==> config.mk <==
export PLATFORM = sky130hd
export DESIGN_NAME = dmem_arbiter
export DESIGN_NICKNAME = d
export VERILOG_FILES = /design/src/rtl/dmem_arbiter.sv
export SDC_FILE = /design/constraint.sdc
export NUM_CORES = 1
export LEC_CHECK = 0
export CAP_MARGIN = 20
export CELL_PAD_IN_SITES_DETAIL_PLACEMENT = 1
export CELL_PAD_IN_SITES_GLOBAL_PLACEMENT = 1
export CORE_ASPECT_RATIO = 1.1
export CORE_MARGIN = 8
export CORE_UTILIZATION = 25
export DETAILED_ROUTE_END_ITERATION = 8
export PLACE_DENSITY = 0.76
export SYNTH_ARGS = -nofsm -noshare
export SYNTH_HDL_FRONTEND = slang
export SYNTH_SLANG_ARGS = --single-unit
==> constraint.sdc <==
create_clock -name clk -period 1.27 [get_ports clk]
set_input_delay 0.1905 -clock clk [delete_from_list [all_inputs] [get_ports clk]]
set_output_delay 0.1905 -clock clk [all_outputs]
set_load 0.02 [all_outputs]
==> src/rtl/dmem_arbiter.sv <==
`default_nettype none
// ============================================================================
// Module   : dmem_arbiter
// Purpose  : Round-robin two-port arbiter/sequencer in front of a
//            single-ported data memory. One accepted request per arbitration,
//            one-cycle memory access, registered read data with valid pulse.
//            Out-of-range addresses are flagged and never written.
// Options  : DMEM_ARB_STATS_EN - build the saturating per-port acceptance
//            counters (otherwise p0_cnt/p1_cnt are tied to zero).
// Revision : 1.0 - initial release
// ============================================================================
module dmem_arbiter #(
   parameter int ADDR_W = 32,
   parameter int DATA_W = 32,
   parameter int DEPTH  = 32
) (
   input  logic              clk,
   input  logic              rst,
   // port 0 (core load/store)
   input  logic              p0_req,
   input  logic              p0_we,
   input  logic [ADDR_W-1:0] p0_addr,
   input  logic [DATA_W-1:0] p0_wdata,
   output logic              p0_gnt,
   output logic              p0_rvalid,
   output logic [DATA_W-1:0] p0_rdata,
   output logic              p0_err,
   // port 1 (debug loader / DMA)
   input  logic              p1_req,
   input  logic              p1_we,
   input  logic [ADDR_W-1:0] p1_addr,
   input  logic [DATA_W-1:0] p1_wdata,
   output logic              p1_gnt,
   output logic              p1_rvalid,
   output logic [DATA_W-1:0] p1_rdata,
   output logic              p1_err,
   // memory side
   output logic [ADDR_W-1:0] mem_a,
   output logic [DATA_W-1:0] mem_wd,
   output logic              mem_we,
   input  logic [DATA_W-1:0] mem_rd,
   // status
   output logic              busy,
   output logic [15:0]       p0_cnt,
   output logic [15:0]       p1_cnt
);

   typedef enum logic [0:0] {
      ST_IDLE   = 1'b0,
      ST_ACCESS = 1'b1
   } state_t;

   // Full-width bound so large addresses never alias into the array.
   localparam logic [ADDR_W-1:0] C_DEPTH = ADDR_W'(DEPTH);

   state_t              state_q;
   logic                last_q;      // id of the most recent winner
   logic                win_q;       // id of the port being served
   logic                we_q;
   logic                in_range_q;
   logic [ADDR_W-1:0]   addr_q;
   logic [DATA_W-1:0]   wdata_q;
   logic                p0_rvalid_q, p1_rvalid_q;
   logic [DATA_W-1:0]   p0_rdata_q, p1_rdata_q;
   logic                p0_err_q, p1_err_q;

   logic                arb_open;
   logic                accept;
   logic                sel_we;
   logic [ADDR_W-1:0]   sel_addr;
   logic [DATA_W-1:0]   sel_wdata;
   logic [DATA_W-1:0]   resp_data;

   // Arbitration: a lone requester wins, a tie goes to the port that did not win last.
   assign arb_open  = (state_q == ST_IDLE) && !rst;
   assign p0_gnt    = arb_open && p0_req && (!p1_req || last_q);
   assign p1_gnt    = arb_open && p1_req && (!p0_req || !last_q);
   assign accept    = p0_gnt || p1_gnt;
   assign sel_we    = p1_gnt ? p1_we    : p0_we;
   assign sel_addr  = p1_gnt ? p1_addr  : p0_addr;
   assign sel_wdata = p1_gnt ? p1_wdata : p0_wdata;

   // Memory interface is only driven during the single access cycle.
   assign busy      = (state_q == ST_ACCESS);
   assign mem_a     = busy ? addr_q  : '0;
   assign mem_wd    = busy ? wdata_q : '0;
   assign mem_we    = busy && we_q && in_range_q && !rst;
   assign resp_data = (!we_q && in_range_q) ? mem_rd : '0;

   assign p0_rvalid = p0_rvalid_q;
   assign p1_rvalid = p1_rvalid_q;
   assign p0_rdata  = p0_rdata_q;
   assign p1_rdata  = p1_rdata_q;
   assign p0_err    = p0_err_q;
   assign p1_err    = p1_err_q;

   // Sequencer FSM: latch the winner in IDLE, access memory and capture the response in ACCESS.
   always_ff @(posedge clk) begin
      if (rst) begin
         state_q     <= ST_IDLE;
         last_q      <= 1'b1;
         win_q       <= 1'b0;
         we_q        <= 1'b0;
         in_range_q  <= 1'b0;
         addr_q      <= '0;
         wdata_q     <= '0;
         p0_rvalid_q <= 1'b0;
         p1_rvalid_q <= 1'b0;
         p0_rdata_q  <= '0;
         p1_rdata_q  <= '0;
         p0_err_q    <= 1'b0;
         p1_err_q    <= 1'b0;
      end else begin
         p0_rvalid_q <= 1'b0;
         p1_rvalid_q <= 1'b0;
         case (state_q)
            ST_IDLE: begin
               if (accept) begin
                  win_q      <= p1_gnt;
                  last_q     <= p1_gnt;
                  we_q       <= sel_we;
                  addr_q     <= sel_addr;
                  wdata_q    <= sel_wdata;
                  in_range_q <= (sel_addr < C_DEPTH);
                  state_q    <= ST_ACCESS;
               end
            end
            ST_ACCESS: begin
               state_q <= ST_IDLE;
               if (win_q) begin
                  p1_rvalid_q <= 1'b1;
                  p1_rdata_q  <= resp_data;
                  p1_err_q    <= !in_range_q;
               end else begin
                  p0_rvalid_q <= 1'b1;
                  p0_rdata_q  <= resp_data;
                  p0_err_q    <= !in_range_q;
               end
            end
            default: state_q <= ST_IDLE;
         endcase
      end
   end

`ifdef DMEM_ARB_STATS_EN
   logic [15:0] p0_cnt_q, p1_cnt_q;
   logic [15:0] p0_cnt_d, p1_cnt_d;

   assign p0_cnt_d = (p0_gnt && (p0_cnt_q != 16'hFFFF)) ? p0_cnt_q + 16'd1 : p0_cnt_q;
   assign p1_cnt_d = (p1_gnt && (p1_cnt_q != 16'hFFFF)) ? p1_cnt_q + 16'd1 : p1_cnt_q;

   // Saturating acceptance counters, one per port.
   always_ff @(posedge clk) begin
      if (rst) begin
         p0_cnt_q <= '0;
         p1_cnt_q <= '0;
      end else begin
         p0_cnt_q <= p0_cnt_d;
         p1_cnt_q <= p1_cnt_d;
      end
   end

   assign p0_cnt = p0_cnt_q;
   assign p1_cnt = p1_cnt_q;
`else
   assign p0_cnt = '0;
   assign p1_cnt = '0;
`endif

endmodule
`default_nettype wire

==> key figures <==
Synthesis
  – Most frequent cell after synthesis: nand2_1
  – Yosys cell types: 31
  – Flops & latches, synth: 137
  – Ys async rst share: 0%
  – Mean post-synth cell area: 7.95 µm²
  – Yosys Warn Count: 0
  – Seq/Total Area, Yosys: 42.8%
  – Post-Syn Area: 6410 µm²
  – Top FF cell, synth: dfxtp_1
  – Top cells by count, synth: nand2_1, dfxtp_1, nor2_1
  – Top post-synthesis cells by area: dfxtp_1, nand2_1, a311oi_2
  – Largest area contributor in the netlist: dfxtp_1
  – Syn Inst Count: 806
  – Number of flops mapped to enable cells by yosys: 0
  – Top cell type's share of synthesized area: 42.8%

Finish
  – Multi-input gate area: 4490 µm²
  – Layout cells sized above 1: 48.5%
  – # fillers: 2,738
  – Cell area after layout: 13,500 µm²
  – Register area: 2750 µm²
  – Synth-to-Final Area Change: 110%
  – Fin nets: 1,356

Worst setup path
  – Top delay family on crit path: flip-flops
  – Worst setup EP type: primary output
  – Crit-path slowest cell: dfxtp_4
  – Crit path launch type: flip-flop
  – Worst Path Required: 1080 ps
  – Critical-path maximum fanout: 5
  – Max incr delay on CP: 390 ps
  – WS Path Type: flip-flop to primary output
  – CP most frequent cell: buf_12
  – Data arrival, critical path: 1410 ps
  – Buf+Inv Stages, Crit Path: 3
  – Crit path cell chain: nor2_4 -> nand3_4 -> clkinv_4 -> buf_12 -> buf_12

Global route
  – Busiest grt layer: met2
  – Initial antenna violation count: 0
  – Vias in the first global route: 7,872
  – Met2 Use GR: 34.3%
  – First-pass GRT wire length: 46,100 µm
  – Largest net degree at the start of global routing: 52
  – Met1 usage: 21.0%
  – Overall Global Routing Usage: 19.1%
  – Total gr overflow: 0
  – Grt met3 use: 6.29%

Routing
  – Routed via count: 7,547
  – Post-DR vias/cell: 4.87
  – Initial DRC Count: 346
  – Detailed-route DRC error count: 0
  – WL/cell: 23.7 µm
  – Remaining antenna violation count after routing: 0
  – Router iterations before antenna repair: 4
  – Routed WL: 36,700 µm

Clocking
  – Clock latency on the worst-skew pair: 420 ps
  – Clk pin slew, worst setup/hold paths: 60 ps
  – CTS tree: built
  – Clk buf depth: 2
  – H-tree levels: 4
  – Total CTS buffers: 17
  – Root buf cell: clkbuf_16
  – Clock Sinks: 137

Floorplanning
  – Die Footprint: 31,000 µm²
  – Core Region: 25,300 µm²
  – Die W: 169 µm
  – I/O pins: 334
  – Die Ht: 184 µm
  – Starting Density: 25.4%
  – Row count: 61

Pwr
  – Comb power frac: 26.7%
  – Switching power: 4150 µW
  – Leakage: 0.00499 µW
  – Int Power: 9190 µW
  – Clock share of power: 38.1%
  – Seq pwr share: 35.1%
  – Power Density: 992 nW/µm²
  – Sw Ratio: 31.1%
  – Max VDD drop: 0.656 mV
  – Power, Total: 13,300 µW

Place
  – Placer congestion estimate: 0.806
  – DP Area: 10,100 µm²
  – Input/output buffers: 301
  – DPL Wire Length: 20,400 µm
  – Place WS: -547 ps

STA
  – RSZ-0062 raised after global routing: yes
  – Fmax: 626 MHz
  – Hold Slack: 295 ps
  – Setup WS post-layout: -327 ps
  – Final setup violation count: 207
  – Post-layout min period: 1600 ps
  – Least-Margin Pin Slew: 700 ps
  – Slew margin rel.: 53.4%
  – Tcrit/Tclk final: 126%
  – Clk_skew: 12.4 ps
  – Setup TNS: -42,840 ps
  – Final hold viol count: 0
  – Max Slew Vio Count: 0

Status
  – Failing checks: setup timing
  – Status: finished, violations left

Job
  – Max-Cap Viols: 0

Min path
  – Hold crit path type: input port to flip-flop
==> cell usage in the layout (no fill, tap or decap), drive strengths merged, types with 2 or more instances in the layout <==
| cell | Yosys | layout |
|---|---|---|
| nand3 | 65 | 65 |
| or4 | 4 | 4 |
| inv | 2 | 9 |
| o21a | 1 | 3 |
| buf | 67 | 192 |
| nand2 | 197 | 197 |
| clkinv | 0 | 3 |
| a41oi | 2 | 2 |
| clkbuf | 38 | 49 |
| clkdlybuf4s50 | 0 | 163 |
| a211oi | 2 | 2 |
| clkinvlp | 0 | 2 |
| a311oi | 65 | 65 |
| and4 | 2 | 2 |
| a21oi | 64 | 64 |
| nor4 | 8 | 8 |
| dfxtp | 137 | 137 |
| nor3 | 3 | 3 |
| nand2b | 4 | 4 |
| clkdlybuf4s15 | 0 | 51 |
| conb | 1 | 32 |
| nor2 | 74 | 74 |
| and2 | 65 | 65 |
==> power by group through the flow <==
stage          Combinational [µW]  Clock (µW)  Sequential [µW]
2_1_floorplan                1200           0             4720
3_3_place_gp                 2300           0             4710
3_5_place_dp                 2340           0             4720
4_1_cts                      2830        5170             4640
5_1_grt                      3750        5360             4710
6_report                     3570        5090             4690
==> path summary, 6_finish.rpt <==
path / endpoint / slack [ps] / depth (start not counted) / startpoint
max: p1_gnt / -330 / 5 / busy$_SDFF_PP0_
max reg2reg: addr_q[0]$_SDFFE_PP0P_ / -320 / 8 / busy$_SDFF_PP0_
min: win_q$_SDFFE_PP0P_ / 290 / 4 / rst
min reg2reg: p0_rdata[30]$_SDFFE_PP0P_ / 450 / 2 / p0_rdata[30]$_SDFFE_PP0P_
==> cell families after synthesis <==
logic type             synth area share, %
other                               0.0585
buffers and inverters                 9.47
AOI/OAI and AO/OA                     17.8
DFF                                   42.8
and+or+nand+nor                       29.9
==> tightest hold or removal path, delay by kind of cell <==
kind / cells / cell delay [ps]
and+or+nand+nor: 2 / 240
AOI/OAI and AO/OA: 1 / 130
buffers and inverters: 1 / 120
==> sequential cells by signal, indices dropped and copies added, names as in the netlist <==
signal      flops
win_q           1
p0_rvalid       1
p1_err          1
wdata_q        32
busy            1
p1_rvalid       1
p0_err          1
last_q          1
p1_rdata       32
we_q            1
p0_rdata       32
in_range_q      1
addr_q         32
==> layout make-up <==
class                   instances  area share [%]
repair buffers                437            38.5
flip-flops and latches        137            20.4
multi-input cells             595            33.4
clock inverters                13           0.977
clock buffers                  19            3.37
diodes                          1          0.0186
inverters                       2          0.0930
well taps                     346            3.22
==> through the flow <==
step	utilization (%)	instances
after detailed placement	40.0	1437
after global routing	53.2	1549
after global placement	40.0	1437
after floorplan	-	837
after CTS	46.4	1518
final	53.3	1550
==> layer usage <==
metal / up-vias / routed length (µm)
met3: 64 / 2360
li1: 3479 / -
met1: 3706 / 13700
met4: 0 / 1130
met2: 298 / 19400
met5: - / 0
==> timing repair <==
action,4_1_cts,5_1_grt
setup endpoints to repair,268,217
pin swaps,37,119
cloned,16,25
setup buffers,33,15
gates resized for setup,587,325
hold buffers,0,0
Power figures use the tool's default switching activity.
